**src/rtl/bp_cfg_loader_if.sv**
```systemverilog
// Config-link and microcode-ROM signals between the cfg loader (master) and the
// tile array / ROM side (slave).
interface bp_cfg_loader_if #(
  parameter int num_core_p       = 1,
  parameter int cce_pc_width_p   = 8,
  parameter int cfg_addr_width_p = 16,
  parameter int cfg_data_width_p = 64
);
  localparam int lg_num_core_lp = (num_core_p > 1) ? $clog2(num_core_p) : 1;

  logic                        cfg_v_o;
  logic                        cfg_ready_i;
  logic [lg_num_core_lp-1:0]   cfg_core_o;
  logic [cfg_addr_width_p-1:0] cfg_addr_o;
  logic [cfg_data_width_p-1:0] cfg_data_o;

  logic                        ucode_v_o;
  logic [cce_pc_width_p-1:0]   ucode_addr_o;
  logic [cfg_data_width_p-1:0] ucode_data_i;

  modport master (
    output cfg_v_o, cfg_core_o, cfg_addr_o, cfg_data_o, ucode_v_o, ucode_addr_o,
    input  cfg_ready_i, ucode_data_i
  );

  modport slave (
    input  cfg_v_o, cfg_core_o, cfg_addr_o, cfg_data_o, ucode_v_o, ucode_addr_o,
    output cfg_ready_i, ucode_data_i
  );
endinterface

```
**src/rtl/bp_cfg_loader.sv**
```systemverilog
// Post-reset configuration sequencer: freezes each core, writes its id and CCE mode,
// optionally streams CCE microcode from a ROM, then unfreezes every core.
module bp_cfg_loader #(
  parameter int num_core_p       = 1,
  parameter int cce_pc_width_p   = 8,
  parameter int ucode_els_p      = 256,
  parameter int cfg_addr_width_p = 16,
  parameter int cfg_data_width_p = 64
) (
  input  logic             clk_i,
  input  logic             reset_n_i,
  input  logic             start_i,
  input  logic             cce_mode_i,
  input  logic             ucode_en_i,
  bp_cfg_loader_if.master  bus,
  output logic             busy_o,
  output logic             done_o
);
  localparam int lg_num_core_lp = (num_core_p > 1) ? $clog2(num_core_p) : 1;

  localparam logic [cfg_addr_width_p-1:0] addr_freeze_lp   = cfg_addr_width_p'(16'h0001);
  localparam logic [cfg_addr_width_p-1:0] addr_core_id_lp  = cfg_addr_width_p'(16'h0002);
  localparam logic [cfg_addr_width_p-1:0] addr_cce_mode_lp = cfg_addr_width_p'(16'h0003);
  localparam logic [cfg_addr_width_p-1:0] addr_ucode_lp    = cfg_addr_width_p'(16'h8000);

  localparam logic [lg_num_core_lp-1:0] last_core_lp = lg_num_core_lp'(num_core_p - 1);
  localparam logic [cce_pc_width_p-1:0] last_word_lp = cce_pc_width_p'(ucode_els_p - 1);

  typedef enum logic [2:0] {
    S_IDLE, S_CFG, S_UC_REQ, S_UC_SEND, S_UNFRZ, S_DONE
  } state_e;

  state_e                      state_r, state_n;
  logic [lg_num_core_lp-1:0]   core_r, core_n;
  logic [1:0]                  step_r, step_n;
  logic [cce_pc_width_p-1:0]   word_r, word_n;
  logic                        mode_r, mode_n;
  logic                        en_r, en_n;
  logic [cfg_data_width_p-1:0] hold_r, hold_n;
  logic                        hold_vld_r, hold_vld_n;

  logic                        cfg_v;
  logic [lg_num_core_lp-1:0]   cfg_core;
  logic [cfg_addr_width_p-1:0] cfg_addr;
  logic [cfg_data_width_p-1:0] cfg_data;
  logic                        ucode_v;
  logic [cce_pc_width_p-1:0]   ucode_addr;

  // NOTE: sequential state uses non-blocking assignments so every register samples pre-edge values.
  always_ff @(posedge clk_i or negedge reset_n_i) begin
    if (!reset_n_i) begin
      state_r    <= S_IDLE;
      core_r     <= '0;
      step_r     <= '0;
      word_r     <= '0;
      mode_r     <= 1'b0;
      en_r       <= 1'b0;
      hold_r     <= '0;
      hold_vld_r <= 1'b0;
    end else begin
      state_r    <= state_n;
      core_r     <= core_n;
      step_r     <= step_n;
      word_r     <= word_n;
      mode_r     <= mode_n;
      en_r       <= en_n;
      hold_r     <= hold_n;
      hold_vld_r <= hold_vld_n;
    end
  end

  // NOTE: every variable driven here gets a default first, so no path can infer a latch.
  always_comb begin
    state_n    = state_r;
    core_n     = core_r;
    step_n     = step_r;
    word_n     = word_r;
    mode_n     = mode_r;
    en_n       = en_r;
    hold_n     = hold_r;
    hold_vld_n = hold_vld_r;
    cfg_v      = 1'b0;
    cfg_core   = '0;
    cfg_addr   = '0;
    cfg_data   = '0;
    ucode_v    = 1'b0;
    ucode_addr = '0;

    unique case (state_r)
      S_IDLE, S_DONE: begin
        if (start_i) begin
          mode_n     = cce_mode_i;
          en_n       = ucode_en_i;
          core_n     = '0;
          step_n     = '0;
          word_n     = '0;
          hold_vld_n = 1'b0;
          state_n    = S_CFG;
        end
      end

      S_CFG: begin
        cfg_v    = 1'b1;
        cfg_core = core_r;
        unique case (step_r)
          2'd0: begin
            cfg_addr = addr_freeze_lp;
            cfg_data = cfg_data_width_p'(1);
          end
          2'd1: begin
            cfg_addr = addr_core_id_lp;
            cfg_data = cfg_data_width_p'(core_r);
          end
          default: begin
            cfg_addr = addr_cce_mode_lp;
            cfg_data = cfg_data_width_p'(mode_r);
          end
        endcase
        if (bus.cfg_ready_i) begin
          if (step_r == 2'd2) begin
            step_n = '0;
            if (core_r == last_core_lp) begin
              core_n  = '0;
              word_n  = '0;
              state_n = en_r ? S_UC_REQ : S_UNFRZ;
            end else begin
              core_n = core_r + 1'b1;
            end
          end else begin
            step_n = step_r + 1'b1;
          end
        end
      end

      S_UC_REQ: begin
        ucode_v    = 1'b1;
        ucode_addr = word_r;
        hold_vld_n = 1'b0;
        state_n    = S_UC_SEND;
      end

      S_UC_SEND: begin
        // ROM data is only valid the cycle after the request; the hold register
        // keeps the packet stable for however long the link stalls.
        if (!hold_vld_r) begin
          hold_n     = bus.ucode_data_i;
          hold_vld_n = 1'b1;
        end else begin
          cfg_v    = 1'b1;
          cfg_core = core_r;
          cfg_addr = addr_ucode_lp + cfg_addr_width_p'(word_r);
          cfg_data = hold_r;
          if (bus.cfg_ready_i) begin
            hold_vld_n = 1'b0;
            state_n    = S_UC_REQ;
            if (word_r == last_word_lp) begin
              word_n = '0;
              if (core_r == last_core_lp) begin
                core_n  = '0;
                state_n = S_UNFRZ;
              end else begin
                core_n = core_r + 1'b1;
              end
            end else begin
              word_n = word_r + 1'b1;
            end
          end
        end
      end

      S_UNFRZ: begin
        cfg_v    = 1'b1;
        cfg_core = core_r;
        cfg_addr = addr_freeze_lp;
        cfg_data = '0;
        if (bus.cfg_ready_i) begin
          if (core_r == last_core_lp) begin
            core_n  = '0;
            state_n = S_DONE;
          end else begin
            core_n = core_r + 1'b1;
          end
        end
      end

      default: state_n = S_IDLE;
    endcase
  end

  assign bus.cfg_v_o      = cfg_v;
  assign bus.cfg_core_o   = cfg_core;
  assign bus.cfg_addr_o   = cfg_addr;
  assign bus.cfg_data_o   = cfg_data;
  assign bus.ucode_v_o    = ucode_v;
  assign bus.ucode_addr_o = ucode_addr;

  assign busy_o = (state_r == S_CFG) || (state_r == S_UC_REQ) ||
                  (state_r == S_UC_SEND) || (state_r == S_UNFRZ);
  assign done_o = (state_r == S_DONE);
endmodule

```
**src/flat_wrapper.sv**
```systemverilog
// flat-port wrapper written by rule: the top's interface ports become plain ports
module bp_cfg_loader_flat 
#(
  parameter int num_core_p       = 1,
  parameter int cce_pc_width_p   = 8,
  parameter int ucode_els_p      = 256,
  parameter int cfg_addr_width_p = 16,
  parameter int cfg_data_width_p = 64
)
  (clk_i, reset_n_i, start_i, cce_mode_i, ucode_en_i, busy_o, done_o, bus_cfg_v_o, bus_cfg_core_o, bus_cfg_addr_o, bus_cfg_data_o, bus_ucode_v_o, bus_ucode_addr_o, bus_cfg_ready_i, bus_ucode_data_i);
  bp_cfg_loader_if #(.num_core_p(num_core_p), .cce_pc_width_p(cce_pc_width_p), .cfg_addr_width_p(cfg_addr_width_p), .cfg_data_width_p(cfg_data_width_p)) bus_i ();
  input  logic clk_i;
  input  logic reset_n_i;
  input  logic start_i;
  input  logic cce_mode_i;
  input  logic ucode_en_i;
  output logic busy_o;
  output logic done_o;
  output wire logic [$bits(bus_i.cfg_v_o)-1:0] bus_cfg_v_o;
  output wire logic [$bits(bus_i.cfg_core_o)-1:0] bus_cfg_core_o;
  output wire logic [$bits(bus_i.cfg_addr_o)-1:0] bus_cfg_addr_o;
  output wire logic [$bits(bus_i.cfg_data_o)-1:0] bus_cfg_data_o;
  output wire logic [$bits(bus_i.ucode_v_o)-1:0] bus_ucode_v_o;
  output wire logic [$bits(bus_i.ucode_addr_o)-1:0] bus_ucode_addr_o;
  input wire logic [$bits(bus_i.cfg_ready_i)-1:0] bus_cfg_ready_i;
  input wire logic [$bits(bus_i.ucode_data_i)-1:0] bus_ucode_data_i;
  assign bus_cfg_v_o = bus_i.cfg_v_o;
  assign bus_cfg_core_o = bus_i.cfg_core_o;
  assign bus_cfg_addr_o = bus_i.cfg_addr_o;
  assign bus_cfg_data_o = bus_i.cfg_data_o;
  assign bus_ucode_v_o = bus_i.ucode_v_o;
  assign bus_ucode_addr_o = bus_i.ucode_addr_o;
  assign bus_i.cfg_ready_i = bus_cfg_ready_i;
  assign bus_i.ucode_data_i = bus_ucode_data_i;
  bp_cfg_loader #(.num_core_p(num_core_p), .cce_pc_width_p(cce_pc_width_p), .ucode_els_p(ucode_els_p), .cfg_addr_width_p(cfg_addr_width_p), .cfg_data_width_p(cfg_data_width_p)) u_core (.clk_i(clk_i), .reset_n_i(reset_n_i), .start_i(start_i), .cce_mode_i(cce_mode_i), .ucode_en_i(ucode_en_i), .bus(bus_i), .busy_o(busy_o), .done_o(done_o));
endmodule
```
**config.mk**
```make
export PLATFORM = sky130hd
export DESIGN_NAME = bp_cfg_loader_flat
export DESIGN_NICKNAME = d
export VERILOG_FILES = /design/src/rtl/bp_cfg_loader_if.sv /design/src/rtl/bp_cfg_loader.sv /design/src/flat_wrapper.sv
export SDC_FILE = /design/constraint.sdc
export NUM_CORES = 1
export LEC_CHECK = 0
export CORE_AREA = 2 2 137 72
export CTS_BUF_LIST = sky130_fd_sc_hd__clkbuf_8
export DETAILED_ROUTE_END_ITERATION = 6
export DIE_AREA = 0 0 139 74
export DONT_BUFFER_PORTS = 1
export GPL_TIMING_DRIVEN = 0
export SLEW_MARGIN = 5
export SYNTH_ARGS = -nofsm -noshare
export SYNTH_HDL_FRONTEND = slang
export SYNTH_SLANG_ARGS = --single-unit
```
**constraint.sdc**
```tcl
create_clock -name clk_i -period 2.2 [get_ports clk_i]
set_input_delay 0.55 -clock clk_i [delete_from_list [all_inputs] [get_ports clk_i]]
set_output_delay 0.55 -clock clk_i [all_outputs]
set_load 0.01 [all_outputs]
```
==> results.txt, run 1 <==
After the first detailed-routing iteration, the DRC count stood at 159. Once routing completed, OpenROAD measured the worst setup slack at 0.00533 ns. The startpoint of the worst setup timing path is u_core.state_r[2]. In the routed design, unresolved DRC markers number 0. Final wirelength: 11.0 mm. Power density over the cells: 1140 nW/um^2. Setup repair after global routing could not meet its margin everywhere.

In this run the worst hold path is classified as primary input to async pin. The cell area after layout is 4920 um^2, and the worst setup timing slack at the placement stage is -0.495 ns. The share of synthesized registers carrying an async set or reset came out at 100%. The floorplan step defined a die boundary enclosing 10,300 um^2. Counting flops and latches in the post-synthesis netlist gives 80.

Counting along the longest clock path gives a buffer depth of 2. The utilization of the core after routing came out at 53.8%. The root buffer selected by CTS was sky130_fd_sc_hd__clkbuf_8.

The tools report the post-synthesis instance area as 4000 um^2. STA classifies the critical path startpoint as a register. Once placement finished, the instance area stood at 4180 um^2. The tools report the final net count as 451.

The run gives 0 as the remaining number of nets flagged by the antenna check after routing. Global routing consumed, over all layers together, 21.5% of the routing resources. After detailed routing, the number of vias per cell comes to 5.70.

Kind of cell adding the most delay to the critical path: simple AND/OR/NAND/NOR gates. The slew at the pin with the worst max-slew slack was 0.493 ns; the TritonCTS buffer count was 9. For this run, the register share of the synthesized area comes to 50.0%. The worst flop-to-flop path endpoint is u_core.word_r[5].

The tightest slew margin relative to the limit was 66.9%; the number of port buffers was 0. The tools report the origin of the critical flop-to-flop path as u_core.state_r[2]. The run gives 0.00755 ns as the worst clock skew. The I/O pin count is 163. The routed length per instance is 21.7 um.

Traced cell by cell, the critical path runs through and3b_2 -> clkbuf_8 -> buf_4 -> and3_1. The tool flagged a number of max-cap violations equal to 0. The Yosys step of the flow raised 0 warnings.

The core region is 9130 um^2. The area growth from synthesis to layout is 22.8%. The final-layout worst hold slack came out at -0.117 ns. For the first-pass iteration count of the detailed router, the log shows 4. The tools report the peak ir drop on the vdd network as 556 uV.

Number of cells on the worst reg-to-reg path: 6. The non-filler instance count after layout was 506; the number of failing setup endpoints in the final timing report was 0. The via count of the first global-routing pass is 2,833. The top achievable clock speed was 0.456 GHz. The average footprint of a synthesized cell is 11.3 um^2, and the vertical die dimension is 74 um. At the worst endpoint, the arrival time is 1.64 ns. Total via count in the routed design: 2,886. The clock input transition at the sequential cells of the worst setup and hold paths is 0.09 ns, and the number of sinks on the clock net is 80. TritonCTS built the clock tree. Width of the chip: 139 um. The tools report the number of H-tree branching levels as 3. The worst register-to-register path has a setup slack of 0.07 ns. The largest net degree at the start of global routing was 81; the latest clock arrival within the worst-skew pair was 0.36 ns. The number of distinct library cell variants in the gate-level netlist after synthesis was 41. Endpoint type of the worst setup path: an output pin.

The ratio of final minimum period to clock period is 99.8%, and the ratio of cells with drive above 1 in the final layout is 51.4%. The gate count of the mapped netlist was 355; the count of standard-cell rows was 25. The final count of pins violating max slew is 0. Number of antenna violations at the first check in global routing: 0. The run finished, with violations left.

Together, buffers and inverters on the worst path number 2. The largest individual stage delay along the critical path comes from the cell sky130_fd_sc_hd__dfrtp_1. Summed over all layers, the global routing overflow is 0. After filler insertion, the fill cell instance count of the layout stands at 813. By startpoint and endpoint, the worst setup path is classified as register to output pin.

At the end of routability-driven placement, the weighted congestion stood at 0.864. The highest net fanout along the worst path works out to 10. The final reports fail on hold timing.

The largest single stage delay on the critical path is 0.41 ns. The logs give 2.21 nW for the leakage power figure and 43.8% for the initial cell density of the core. Dominant register cell in the synthesized netlist: sky130_fd_sc_hd__dfrtp_1. The repair_antennas step left the layout with diodes totalling 0. The tools report the post-detailed-placement half-perimeter wirelength as 7.68 mm. Data on the critical path is required at its endpoint by 1.65 ns. The final period demand of the worst path is 2.19 ns. The first-pass GRT wire length was 16.6 mm; the total count of hold-check failures in the final report was 80.

The instance count after placement with tap cells included is 483. The count of flip-flops with a built-in enable after synthesis was 0.
## worst register-to-register path, cell delays in order (launching register included)
cell and delay [ns]:
sky130_fd_sc_hd__dfrtp_1 0.41, sky130_fd_sc_hd__buf_4 0.15, sky130_fd_sc_hd__nand2b_1 0.27, sky130_fd_sc_hd__a221o_2 0.48, sky130_fd_sc_hd__or2_1 0.24, sky130_fd_sc_hd__buf_6 0.14, sky130_fd_sc_hd__a221o_1 0.34
## flip-flops by register name, indices dropped and copies added (netlist names)
register	cells
u_core.mode_r	1
u_core.state_r	3
u_core.word_r	8
u_core.en_r	1
u_core.hold_r	64
u_core.step_r	2
u_core.hold_vld_r	1
## metrics by stage
step | total power [W] | setup TNS [ns]
6_report | 0.00561 | 0
3_5_place_dp | 0.00418 | -18.36
2_1_floorplan | 0.00371 | 0
3_3_place_gp | 0.00408 | -16.05
5_1_grt | 0.00598 | -2.45
4_1_cts | 0.00555 | -0.913
## final cells by class
class / instances / area (um^2) / area share, %
Sequential cell: 80 / 2000 / 40.7
Clock buffer: 10 / 138 / 2.80
Clock inverter: 6 / 60.1 / 1.22
Buffer: 34 / 267 / 5.42
Timing Repair Buffer: 7 / 58.8 / 1.20
Tap cell: 121 / 151 / 3.08
Multi-Input combinational cell: 245 / 2230 / 45.4
Inverter: 3 / 11.3 / 0.229
## synth_stat cells, types with 2 or more instances
library cell / count / area share [%]
sky130_fd_sc_hd__nand2_1: 11 / 1.0
sky130_fd_sc_hd__buf_4: 8 / 1.5
sky130_fd_sc_hd__o31ai_1: 3 / 0.56
sky130_fd_sc_hd__and3_1: 74 / 12
sky130_fd_sc_hd__nand2b_1: 3 / 0.47
sky130_fd_sc_hd__nand3b_1: 3 / 0.56
sky130_fd_sc_hd__nor2b_1: 7 / 1.1
sky130_fd_sc_hd__a32o_1: 2 / 0.50
sky130_fd_sc_hd__clkbuf_1: 19 / 1.8
sky130_fd_sc_hd__nor3_1: 3 / 0.37
sky130_fd_sc_hd__nor3b_1: 4 / 0.75
sky130_fd_sc_hd__and2_1: 12 / 1.9
sky130_fd_sc_hd__dfrtp_1: 80 / 50
sky130_fd_sc_hd__buf_6: 2 / 0.56
sky130_fd_sc_hd__a22o_1: 2 / 0.44
sky130_fd_sc_hd__o22ai_1: 2 / 0.31
sky130_fd_sc_hd__nor2_1: 10 / 0.94
sky130_fd_sc_hd__a211o_1: 2 / 0.44
sky130_fd_sc_hd__buf_2: 6 / 0.75
sky130_fd_sc_hd__a221o_1: 5 / 1.3
sky130_fd_sc_hd__o21ai_0: 7 / 0.87
sky130_fd_sc_hd__a21oi_1: 5 / 0.62
sky130_fd_sc_hd__mux2_2: 65 / 18
sky130_fd_sc_hd__inv_1: 3 / 0.28
## worst max-delay path by stage
stage                          end  slack [ns]  cells after the start
2_1_floorplan  bus_ucode_addr_o[0]        0.12                      3
3_3_place_gp   bus_ucode_addr_o[7]       -0.46                      3
3_5_place_dp   bus_ucode_addr_o[2]       -0.49                      3
4_1_cts          bus_cfg_data_o[0]       -0.05                      5
5_1_grt         bus_cfg_data_o[16]       -0.07                      4
6_report         bus_cfg_data_o[3]       0.005                      4
## layout by cell type, fill, tap and decap left out, types with 2 or more instances in the layout
master,count
sky130_fd_sc_hd__clkbuf_8,15
sky130_fd_sc_hd__nand2_1,10
sky130_fd_sc_hd__o21ai_0,7
sky130_fd_sc_hd__o22ai_2,2
sky130_fd_sc_hd__nor3b_4,3
sky130_fd_sc_hd__nand2b_1,2
sky130_fd_sc_hd__nand3b_1,3
sky130_fd_sc_hd__buf_6,3
sky130_fd_sc_hd__a22o_1,2
sky130_fd_sc_hd__nor2_1,9
sky130_fd_sc_hd__nor3_1,3
sky130_fd_sc_hd__o31ai_1,2
sky130_fd_sc_hd__and2_1,7
sky130_fd_sc_hd__buf_2,7
sky130_fd_sc_hd__a211o_1,2
sky130_fd_sc_hd__clkinv_2,2
sky130_fd_sc_hd__and3_4,58
sky130_fd_sc_hd__conb_1,8
sky130_fd_sc_hd__clkbuf_2,6
sky130_fd_sc_hd__buf_4,18
sky130_fd_sc_hd__and3_1,16
sky130_fd_sc_hd__a221o_1,4
sky130_fd_sc_hd__mux2_2,65
sky130_fd_sc_hd__and2_4,5
sky130_fd_sc_hd__nor2b_1,7
sky130_fd_sc_hd__dfrtp_1,80
sky130_fd_sc_hd__a21oi_1,5
sky130_fd_sc_hd__inv_1,4
sky130_fd_sc_hd__a32o_1,2
## cell families (layout without fill, tap and decap cells)
| logic type | count (synthesis) | count (layout) | synth area share (%) |
|---|---|---|---|
| buffers and inverters | 38 | 60 | 4.88 |
| muxes | 65 | 65 | 18.3 |
| other | 1 | 8 | 0.0937 |
| DFF | 80 | 80 | 50.0 |
| AOI/OAI and AO/OA | 36 | 36 | 6.59 |
| adders and majority gates | 1 | 1 | 0.312 |
| and+or+nand+nor | 133 | 134 | 19.6 |
| xor gates and xnor gates | 1 | 1 | 0.219 |
## per-layer routing
layer	vias to the layer above	global-route usage, %	wire [um]
met5	-	0	0
met3	8	7.86	893
met2	124	29.6	4520
met1	1431	31.9	5440
met4	0	5.84	106
li1	1323	-	-
## report_power, final
group / total (W) / internal [W] / switching [W]
Clock: 0.00109 / 0.000549 / 0.000544
Sequential: 0.00248 / 0.00211 / 0.000373
Combinational: 0.00203 / 0.000994 / 0.00104
## timing repair
action | in CTS | in global routing
endpoints found under the hold margin | 80 | 80
buffers inserted | 5 | 1
gates cloned | 2 | 0
endpoints found under the setup margin | 89 | 148
pin swaps | 3 | 4
resized for setup | 85 | 48
(Power assumes the default switching activity.)
==> inputs of run 2 (changes only) <==
--- a/config.mk
+++ b/config.mk
@@ -5,6 +5,7 @@
 export SDC_FILE = /design/constraint.sdc
 export NUM_CORES = 1
 export LEC_CHECK = 0
+export ABC_CLOCK_PERIOD_IN_PS = 2200
 export CORE_AREA = 2 2 137 72
 export CTS_BUF_LIST = sky130_fd_sc_hd__clkbuf_8
 export DETAILED_ROUTE_END_ITERATION = 6
==> results of run 2 <==
Same layout as run 1: the final DEF is identical, and so are final timing and power.
